===== config.mk =====
export PLATFORM = sky130hd
export DESIGN_NAME = instruction_fetch_unit
export DESIGN_NICKNAME = d
export VERILOG_FILES = /design/src/rtl/instruction_fetch_unit.sv
export SDC_FILE = /design/constraint.sdc
export NUM_CORES = 1
export LEC_CHECK = 0
export CORE_ASPECT_RATIO = 1.25
export CORE_MARGIN = 3
export CORE_UTILIZATION = 51
export DETAILED_ROUTE_END_ITERATION = 7
export PLACE_DENSITY = 0.8
export RECOVER_POWER = 25
export SLEW_MARGIN = 25
export SYNTH_ARGS = -nofsm -noshare
export SYNTH_HDL_FRONTEND = slang
export SYNTH_SLANG_ARGS = --single-unit

===== constraint.sdc =====
create_clock -name clock -period 3.5 [get_ports clock]
set_input_delay 0.525 -clock clock [delete_from_list [all_inputs] [get_ports clock]]
set_output_delay 0.525 -clock clock [all_outputs]
set_load 0.005 [all_outputs]

===== src/rtl/instruction_fetch_unit.sv =====
// Fetch stage: streams sequential 32-bit reads from the icache into a small
// PC-tagged FIFO for the decoder, and discards in-flight words on a redirect.
module instruction_fetch_unit #(
   parameter int          DEPTH    = 4,
   parameter logic [63:0] RESET_PC = 64'h0
) (
   input  logic        clock,
   input  logic        resetN,
   output logic        imemReq,
   output logic [63:0] imemAddr,
   input  logic        imemReady,
   input  logic        imemValid,
   input  logic [31:0] imemData,
   output logic [31:0] instruction,
   output logic [63:0] instrPC,
   output logic        instrValid,
   input  logic        instrReady,
   input  logic        redirect,
   input  logic [63:0] redirectTarget
);

   localparam int             CW      = $clog2(DEPTH) + 1;
   localparam int             PW      = $clog2(DEPTH);
   localparam logic [CW:0]    DEPTH_W = (CW + 1)'(DEPTH);

   logic [63:0]   fetch_pc;
   logic [63:0]   resp_pc;
   logic [CW-1:0] outstanding;
   logic [CW-1:0] drop_count;
   logic [CW-1:0] count;
   logic [PW-1:0] rd_ptr;
   logic [PW-1:0] wr_ptr;
   logic [31:0]   data_mem [DEPTH];
   logic [63:0]   pc_mem   [DEPTH];

   logic          issue;
   logic          resp;
   logic          drop;
   logic          push;
   logic          pop;
   logic [CW:0]   in_use;
   logic [63:0]   target_aligned;

   // Credits cover both buffered and in-flight words, so a response can never
   // find the FIFO full.
   assign in_use         = {1'b0, count} + {1'b0, outstanding};
   assign imemReq        = resetN && !redirect && (in_use < DEPTH_W);
   assign imemAddr       = fetch_pc;
   assign issue          = imemReq && imemReady;
   assign resp           = imemValid && (outstanding != '0);
   assign drop           = resp && (redirect || (drop_count != '0));
   assign push           = resp && !drop;
   assign pop            = instrValid && instrReady && !redirect;
   assign target_aligned = redirectTarget & ~64'h3;

   assign instrValid  = (count != '0);
   assign instruction = instrValid ? data_mem[rd_ptr] : 32'h0;
   assign instrPC     = instrValid ? pc_mem[rd_ptr] : resp_pc;

   always_ff @(posedge clock or negedge resetN) begin
      if (!resetN) begin
         fetch_pc    <= RESET_PC;
         resp_pc     <= RESET_PC;
         outstanding <= '0;
         drop_count  <= '0;
         count       <= '0;
         rd_ptr      <= '0;
         wr_ptr      <= '0;
      end else if (redirect) begin
         // Everything still in flight after this cycle belongs to the old path.
         fetch_pc    <= target_aligned;
         resp_pc     <= target_aligned;
         outstanding <= outstanding - CW'(resp);
         drop_count  <= outstanding - CW'(resp);
         count       <= '0;
         rd_ptr      <= '0;
         wr_ptr      <= '0;
      end else begin
         if (issue)
            fetch_pc <= fetch_pc + 64'd4;
         outstanding <= outstanding + CW'(issue) - CW'(resp);
         if (drop)
            drop_count <= drop_count - CW'(1);
         if (push) begin
            resp_pc <= resp_pc + 64'd4;
            wr_ptr  <= wr_ptr + PW'(1);
         end
         if (pop)
            rd_ptr <= rd_ptr + PW'(1);
         count <= count + CW'(push) - CW'(pop);
      end
   end

   always_ff @(posedge clock) begin
      if (push) begin
         data_mem[wr_ptr] <= imemData;
         pc_mem[wr_ptr]   <= resp_pc;
      end
   end

   // A response with nothing outstanding is an icache protocol violation.
   always_ff @(posedge clock) begin
      if (resetN)
         assert (!(imemValid && (outstanding == '0)));
   end

endmodule


==> run metrics, run 1 <==
outcome=complete, but fails checks; failing checks=max-capacitance violations, max-slew violations; final period utilization=95.5%; WS Path Type=flip-flop to output port; Internal=12.7 mW; crit path launch type=flip-flop; layout filler cell count=3152; syn avg cell area=15.0 sq um; Seq pwr share=42.3%; RSZ-0062 raised after global routing=no; Rows=85; HP Class=primary input to flip-flop; Die Wd=194 um; Fin. Hold Viols=0; Residual DRC=0; CTS tree=done; Multi-input gate area=7490 sq um; commonest cells after routing, fill and taps aside=edfxtp_1 (376), clkdlybuf4s50_1 (223), dfrtp_1 (135); Final setup viols=0; Initial Util=52.1%; Tmin final=3.34 ns; global-route wire length before repair=88.6 mm; Ports=264; Clock Tree Root=clkbuf_16; Mapped Area=22600 sq um; CP Max Fanout=35; #FFs+latches synth=513; Setup crit end kind=output port; Yosys warnings=0; setup tns final=0 ns; slew margin rel.=-11.2%; # nets final=1903; RePlAce Congestion=0.894; area leader, netlist=edfxtp_1; Required @ worst endpoint=2.97 ns; Final Skew=0.0188 ns; pin count of the biggest net entering global routing=103; share of cells above drive strength 1=18.2%; fmax=299 MHz; DR iter-0 viols=1144; wire per inst=24.1 um; hold buffer count at CTS=0; switching power of the nets=4.69 mW; vias in the first global route=14842; ys flop type=edfxtp_1; Vert. Die Dim=241 um; EDFF count, synth=376; Max clock buf depth=3; Detail Placement HPWL=38.8 mm; share of the synthesized area in the top cell type=50.0%; initial antenna violation count=2; proportion of power drawn by the clock network=31.0%; Synth area leaders=edfxtp_1 (50%), dfrtp_1 (15%), mux4_2 (9.4%); worst vdd ir=0.373 mV; Seq. cell area=14700 sq um; number of I/O port buffers=257; Syn Inst Count=1506; CP arrival=2.82 ns; total clock buffers created by CTS=49; most common cell after layout, fill and taps aside=edfxtp_1; total chip power=17.3 mW; Routed Antenna Nets=0; H-tree depth=2; Pwr Density=625 nW/um^2; Lkg Pwr=9.44 nW; area grow syn2layout=22.7%; clock latency on the worst-skew pair=0.57 ns; via count=14548; combinational share of power=26.7%; core area=43400 sq um; synth unique cells=63; Worst Tran Pin Value=1.67 ns; Vias/cell=6.09; Synth async-reset ratio=26.7%; register area share after synthesis=65.1%; die area=46900 sq um; final WL=57.6 mm; drt first pass iters=5; # Max-Cap Violations=1; Final Max Slew Viols=62; grt ovf=0; CTS clk-pin slew, worst paths=0.07 ns; Global Route Usage Sum=24.3%; switching share of power=27.0%; clk sinks=513
[critical path, cell delays in order, from the launching register on]
cell	delay [ns]
dfrtp_1	0.44
or3_4	0.63
o21ai_0	0.54
clkdlybuf4s50_1	0.63
[Yosys cell counts (19+ instances only)]
cell,number
edfxtp_1,376
dfrtp_1,137
nand2_1,134
mux4_2,94
mux2_2,85
nand3_1,70
o21ai_0,67
clkbuf_1,52
xor2_1,50
nor2_1,48
nand4_1,47
and2_1,35
and3_1,28
xnor2_1,28
inv_1,24
nor3_1,24
o211ai_1,24
o311ai_0,19
[logic make-up (layout without fill, tap and decap cells)]
kind of cell / after synthesis / in the layout / share of synthesized area [%]
mux: 181 / 181 / 13.7
compound gates: 156 / 156 / 4.39
xor+xnor: 78 / 78 / 3.02
simple gates: 455 / 455 / 10.8
buf+inv: 104 / 417 / 1.86
other cells: 1 / 5 / 0.0166
flops: 513 / 513 / 65.1
fa+ha+maj: 18 / 18 / 1.06
[power by group through the flow]
stage,Sequential [mW],Clock [mW],Combinational (mW)
floorplan,7.30,0,2.47
finish,7.34,5.37,4.63
CTS,7.33,5.46,4.73
global route,7.39,5.71,5.00
global placement,7.42,0,4.64
detailed placement,7.45,0,4.70
[final cells by class]
| cell class | count | area share (%) |
|---|---|---|
| tap | 565 | 2.55 |
| inverter | 25 | 0.338 |
| sequential | 513 | 53.1 |
| multi-input combinational | 892 | 27.0 |
| antenna | 1 | 0.00902 |
| clock inverter | 21 | 0.708 |
| clock buffer | 69 | 5.22 |
| timing repair buffer | 302 | 11.1 |
[registers in the layout (all words and copies together), names as in the netlist]
| name | count |
|---|---|
| count | 3 |
| rd_ptr | 2 |
| pc_mem | 248 |
| resp_pc | 62 |
| data_mem | 128 |
| outstanding | 3 |
| drop_count | 3 |
| wr_ptr | 2 |
| imemAddr | 62 |
[final timing paths]
check	startpoint	to	slack [ns]	cells past startpoint
min reg2reg	imemAddr[63]	imemAddr[63]	0.54	1
min in group asynchronous	resetN	imemAddr[57]	0.71	2
max	count[1]	instrPC[31]	0.16	3
max in group asynchronous	resetN	rd_ptr[0]	1.24	3
max reg2reg	outstanding[2]	outstanding[2]	0.51	11
min	redirect	wr_ptr[1]	0.27	2
[layer usage]
layer,part of all wire [%],GRT usage (%),vias up,wire (um)
met3,7.6,4.47,102,4400
met1,40,32.9,7345,23100
met2,50,40.9,707,28600
met5,0.023,0,-,13
met4,2.6,6.90,2,1480
li1,-,-,6392,-
[what timing repair did]
action,CTS,global route
setup buffers,0,0
endpoints found under the setup margin,0,1
endpoints found under the hold margin,0,0
resized for setup,0,1
[stage by stage]
stage | utilization, % | setup slack (ns) | instances | area [sq um] | hold slack [ns]
2_1_floorplan | - | 0.507 | 1509 | 22600 | 0.229
3_3_place_gp | 60.1 | 0.425 | 2297 | 26100 | 0.519
3_5_place_dp | 60.1 | 0.372 | 2297 | 26100 | 0.526
4_1_cts | 63.9 | 0.0255 | 2387 | 27700 | 0.182
5_1_grt | 63.9 | 0.0464 | 2388 | 27700 | 0.260
6_report | 63.9 | 0.158 | 2388 | 27700 | 0.265
Note: power is estimated with default switching activity, not from simulation.
==> run 2: changes to the inputs <==
--- a/config.mk
+++ b/config.mk
@@ -11,7 +11,6 @@
 export DETAILED_ROUTE_END_ITERATION = 7
 export PLACE_DENSITY = 0.8
 export RECOVER_POWER = 25
-export SLEW_MARGIN = 25
 export SYNTH_ARGS = -nofsm -noshare
 export SYNTH_HDL_FRONTEND = slang
 export SYNTH_SLANG_ARGS = --single-unit
==> run metrics, run 2 (synthesis results as in run 1) <==
commonest cells after routing, fill and taps aside=edfxtp_1 (376), clkdlybuf4s50_1 (223), dfrtp_1 (135) (unchanged); Rows=85 (unchanged); slew margin rel.=-11.2% (about the same); via count=14557 (was 14548); Fin. Hold Viols=0 (unchanged); fmax=299 MHz (about the same); Worst Tran Pin Value=1.67 ns (about the same); number of I/O port buffers=257 (unchanged); # Max-Cap Violations=1 (unchanged); total chip power=17.3 mW (about the same); CTS tree=done (unchanged); RePlAce Congestion=0.894 (unchanged); Final setup viols=0 (unchanged); WS Path Type=flip-flop to output port (unchanged); Internal=12.7 mW (about the same); Pwr Density=625 nW/um^2 (about the same); wire per inst=24.1 um (about the same); Clock Tree Root=clkbuf_16 (unchanged); Seq pwr share=42.3% (about the same); Final Skew=0.0184 ns (was 0.0188 ns); outcome=complete, but fails checks (unchanged); Tmin final=3.34 ns (about the same); Routed Antenna Nets=0 (unchanged); Residual DRC=0 (unchanged); HP Class=primary input to flip-flop (unchanged); crit path launch type=flip-flop (unchanged); total clock buffers created by CTS=49 (unchanged); CP arrival=2.82 ns (about the same); switching share of power=27.0% (about the same); Detail Placement HPWL=38.8 mm (unchanged); failing checks=max-capacitance violations, max-slew violations (unchanged); Setup crit end kind=output port (unchanged); initial antenna violation count=2 (unchanged); die area=46900 sq um (unchanged); CTS clk-pin slew, worst paths=0.06 ns (was 0.07 ns); layout filler cell count=3155 (was 3152); Max clock buf depth=3 (unchanged); Top Registers=pc_mem x248, data_mem x128 (unchanged); core area=43400 sq um (unchanged); Vert. Die Dim=241 um (unchanged); proportion of power drawn by the clock network=31.0% (about the same); Final Max Slew Viols=62 (unchanged); Die Wd=194 um (unchanged); Global Route Usage Sum=24.3% (unchanged); max reg flops=248 (unchanged); share of cells above drive strength 1=18.2% (about the same); worst vdd ir=0.373 mV (about the same); DR iter-0 viols=1149 (was 1144); Lkg Pwr=9.44 nW (about the same); H-tree depth=2 (unchanged); switching power of the nets=4.69 mW (about the same); global-route wire length before repair=88.6 mm (unchanged); drt first pass iters=5 (unchanged); Required @ worst endpoint=2.97 ns (about the same); combinational share of power=26.7% (about the same); postcts setup bufs=0 (unchanged); largest register by flop count=pc_mem (unchanged); grt ovf=0 (unchanged); # nets final=1903 (unchanged); vias in the first global route=14842 (unchanged); clock latency on the worst-skew pair=0.57 ns (about the same); setup tns final=0 ns (unchanged); Ports=264 (unchanged); pin count of the biggest net entering global routing=103 (unchanged); RSZ-0062 raised after global routing=no (unchanged); Vias/cell=6.10 (was 6.09); area grow syn2layout=22.7% (unchanged); clk sinks=513 (unchanged); most common cell after layout, fill and taps aside=edfxtp_1 (unchanged); Initial Util=52.1% (unchanged); final period utilization=95.4% (was 95.5%); CP Max Fanout=35 (unchanged); final WL=57.6 mm (about the same)
-- run 2: cell types whose count changed in the layout (fill, tap and decap cells not counted), sizes merged --
cell,previous run,this run
clkbuf,72,71
buf,44,45
-- run 2: power by group through the flow --
stage / clock, mW / combinational [mW] / sequential (mW)
4_1_cts: 5.46 / 4.73 / 7.33
2_1_floorplan: 0 / 2.47 / 7.30
3_5_place_dp: 0 / 4.70 / 7.45
6_report: 5.37 / 4.63 / 7.34
5_1_grt: 5.71 / 5.00 / 7.39
3_3_place_gp: 0 / 4.64 / 7.42
-- run 2: metal layers --
metal	part of all wire (%)	up-vias	track usage [%]
li1	-	6394	-
met4	2.6	2	6.90
met5	0.023	-	0
met3	7.9	96	4.47
met2	50	729	40.9
met1	40	7336	32.9
-- run 2: timing repair --
action                                  in CTS  in global routing
endpoints found under the setup margin       0                  1
resized for setup                            0                  1
endpoints found under the hold margin        0                  0
hold buffers                                 0                  0
-- run 2: area by class of cell --
cell class              instances  area, sq um  area share, %
well taps                     565          707           2.55
flip-flops and latches        513        14700           53.1
multi-input cells             892         7490           27.0
clock inverters                21          196          0.708
repair buffers                302         3070           11.1
diodes                          1         2.50        0.00902
inverters                      25         93.8          0.338
clock buffers                  69         1450           5.22
-- run 2: worst paths after layout --
check | slack [ns] | cells after the start | endpoint | from
max | 0.16 | 3 | instrPC[31] | count[1]
min | 0.26 | 2 | wr_ptr[1] | redirect
max reg2reg | 0.51 | 11 | outstanding[2] | outstanding[2]
min reg2reg | 0.54 | 1 | imemAddr[63] | imemAddr[63]
max in group asynchronous | 0.84 | 3 | rd_ptr[0] | resetN
min in group asynchronous | 0.72 | 2 | imemAddr[57] | resetN
-- run 2: through the flow --
stage | cells | utilization (%) | instance area [sq um] | setup slack, ns | hold WS [ns]
CTS | 2387 | 63.9 | 27700 | 0.0255 | 0.182
detailed placement | 2297 | 60.1 | 26100 | 0.372 | 0.526
global placement | 2297 | 60.1 | 26100 | 0.425 | 0.519
global route | 2388 | 63.9 | 27700 | 0.0464 | 0.260
floorplan | 1509 | - | 22600 | 0.507 | 0.229
finish | 2388 | 63.9 | 27700 | 0.160 | 0.264
-- run 2: worst max-delay path: stages, from the launching register on --
cell             delay [ns]
dfrtp_1                0.44
or3_4                  0.63
o21ai_0                0.54
clkdlybuf4s50_1        0.63
==> run 3: changes to the inputs <==
--- a/config.mk
+++ b/config.mk
@@ -7,9 +7,9 @@
 export LEC_CHECK = 0
 export CORE_ASPECT_RATIO = 1.25
 export CORE_MARGIN = 3
-export CORE_UTILIZATION = 51
+export CORE_UTILIZATION = 56
 export DETAILED_ROUTE_END_ITERATION = 7
-export PLACE_DENSITY = 0.8
+export PLACE_DENSITY = 0.83
 export RECOVER_POWER = 25
 export SYNTH_ARGS = -nofsm -noshare
 export SYNTH_HDL_FRONTEND = slang
==> constraint.sdc (replaced) <==
create_clock -name clock -period 3.7 [get_ports clock]
set_input_delay 0.555 -clock clock [delete_from_list [all_inputs] [get_ports clock]]
set_output_delay 0.555 -clock clock [all_outputs]
set_load 0.005 [all_outputs]
==> run metrics, run 3 (synthesis results as in run 1) <==
number of I/O port buffers=257 (unchanged); Crit path largest cell delay=0.64 ns (was 0.63 ns); CP arrival=2.95 ns (was 2.82 ns); CTS clk-pin slew, worst paths=0.06 ns (about the same); crit path launch type=flip-flop (unchanged); # nets final=1903 (unchanged); CTS tree=done (unchanged); hold path cells=2 (unchanged); # Max-Cap Violations=1 (unchanged); Residual DRC=0 (unchanged); hold buffer count at CTS=0 (unchanged); area grow syn2layout=22.1% (was 22.7%); RR Endpoint=outstanding[2] (unchanged); wire per inst=24.4 um (was 24.1 um); R2R setup slack=0.61 ns (was 0.51 ns); Worst Tran Pin Value=1.96 ns (was 1.67 ns); critical path's most frequent cell=buf_12; reg2reg path depth=11 (unchanged); postcts setup bufs=0 (unchanged); Clock Tree Root=clkbuf_16 (unchanged); Final Skew=0.0191 ns (was 0.0184 ns); Fin. Hold Viols=0 (unchanged); Setup crit end kind=output port (unchanged); RSZ-0062 raised after global routing=no (unchanged); Critical Path Slowest Stage Cell=dfrtp_4 (was or3_4); RePlAce Congestion=0.930 (was 0.894); share of cells above drive strength 1=17.8% (was 18.2%); clock latency on the worst-skew pair=0.57 ns (about the same); DP Area=26100 sq um (about the same); via count=14682 (was 14557); die area=42800 sq um (was 46900 sq um); Top Registers=pc_mem x248, data_mem x128 (unchanged); setup tns final=0 ns (unchanged); Rows=81 (was 85); Routed Antenna Nets=0 (unchanged); slew margin rel.=-30.4% (was -11.2%); worst reg2reg startpoint=outstanding[2] (unchanged); Final Cell Area=27600 sq um (was 27700 sq um); outcome=complete, but fails checks (unchanged); clk sinks=513 (unchanged); WS Path Type=flip-flop to output port (unchanged); worst hold slack=0.350 ns (was 0.264 ns); vias in the first global route=15117 (was 14842); grt ovf=0 (unchanged); drt first pass iters=7 (was 5); H-tree depth=2 (unchanged); final WL=56.7 mm (was 57.6 mm); Lkg Pwr=9.38 nW (was 9.44 nW); Initial Util=57.2% (was 52.1%); final period utilization=94.8%; CP Max Fanout=34 (was 35); worst setup margin=0.191 ns (was 0.160 ns); global-route wire length before repair=87.4 mm (was 88.6 mm); total clock buffers created by CTS=48 (was 49); max reg flops=248 (unchanged); pin count of the biggest net entering global routing=138 (was 103); Worst Hold End=wr_ptr[1] (unchanged); Final Max Slew Viols=138 (was 62); Global Route Usage Sum=26.6% (was 24.3%); Tmin final=3.51 ns; core area=39500 sq um (was 43400 sq um); total chip power=16.2 mW (was 17.3 mW); Ports=264 (unchanged); HP Class=primary input to flip-flop (unchanged); Detail Placement HPWL=38.2 mm (was 38.8 mm); Pwr Density=587 nW/um^2 (was 625 nW/um^2); failing checks=max-capacitance violations, max-slew violations (unchanged); layout filler cell count=2555 (was 3155); most common cell after layout, fill and taps aside=edfxtp_1 (unchanged); Required @ worst endpoint=3.14 ns (was 2.97 ns); Final setup viols=0 (unchanged); Vert. Die Dim=231 um (was 241 um); worst path cell trace=buf_12, buf_12, mux4_2, and2_1, clkdlybuf4s50_1 (was or3_4, o21ai_0, clkdlybuf4s50_1); worst vdd ir=0.405 mV (was 0.373 mV); largest register by flop count=pc_mem (unchanged); hold path start=redirect (unchanged); Die Wd=186 um (was 194 um); Max clock buf depth=3 (unchanged); commonest cells after routing, fill and taps aside=edfxtp_1 (376), clkdlybuf4s50_1 (223), dfrtp_1 (135) (unchanged); initial antenna violation count=2 (unchanged); pre-CTS WS=0.548 ns (was 0.372 ns); Vias/cell=6.33 (was 6.10); fmax=285 MHz; DR iter-0 viols=1337 (was 1149); Post-CTS Resized=0 (unchanged)
-- run 3: changes by cell type in the layout (fill, tap and decap cells not counted), moves of 3 or more --
| cell | previous run | this run |
|---|---|---|
| clkbuf_16 | 53 | 49 |
| clkinvlp_4 | 0 | 5 |
| buf_12 | 13 | 16 |
| buf_4 | 31 | 26 |
| clkinv_4 | 3 | 0 |
| clkbuf_1 | 11 | 15 |
-- run 3: power breakdown --
part / total [mW] / leakage, nW / switching [mW] / internal (mW)
Sequential: 6.97 / 5.04 / 0.443 / 6.53
Clock: 4.89 / 0.750 / 2.10 / 2.79
Combinational: 4.34 / 3.59 / 1.84 / 2.50
Total: 16.2 / 9.38 / 4.38 / 11.8
-- run 3: critical path: cells and delay by family, from the launching register on --
| kind | cells | cell delay [ns] |
|---|---|---|
| buf+inv | 3 | 1.01 |
| simple gates | 1 | 0.17 |
| flops | 1 | 0.64 |
| mux | 1 | 0.53 |
-- run 3: cell type report --
cell class / count / area [sq um] / share of cell area, %
Clock buffer: 63 / 1320 / 4.78
Antenna cell: 1 / 2.50 / 0.00907
Sequential cell: 513 / 14700 / 53.4
Inverter: 25 / 93.8 / 0.340
Tap cell: 498 / 623 / 2.26
Clock inverter: 25 / 230 / 0.835
Multi-Input combinational cell: 892 / 7490 / 27.2
Timing Repair Buffer: 303 / 3090 / 11.2
-- run 3: metrics by stage --
step	cells	util [%]
global placement	2231	65.9
detailed placement	2231	65.9
global route	2320	69.8
CTS	2319	69.9
floorplan	1509	-
finish	2320	69.8
-- run 3: worst max path at each step --
stage | startpoint | endpoint | slack (ns) | depth (start not counted)
final | rd_ptr[0] | instruction[10] | 0.19 | 5
after global routing | rd_ptr[0] | instruction[23] | 0.01 | 5
after CTS | rd_ptr[0] | instruction[23] | 0.12 | 5
after detailed placement | imemValid | resp_pc[49] | 0.55 | 7
after global placement | imemValid | resp_pc[49] | 0.52 | 7
after floorplan | redirect | data_mem[0][0] | 0.68 | 5
-- run 3: metal layers --
metal | wire length, um | share of wire [%] | global-route usage, %
met1 | 21900 | 39 | 35.5
met2 | 28300 | 50 | 43.9
met3 | 4530 | 8.0 | 4.82
met4 | 1980 | 3.5 | 10.1
met5 | 13 | 0.023 | 0
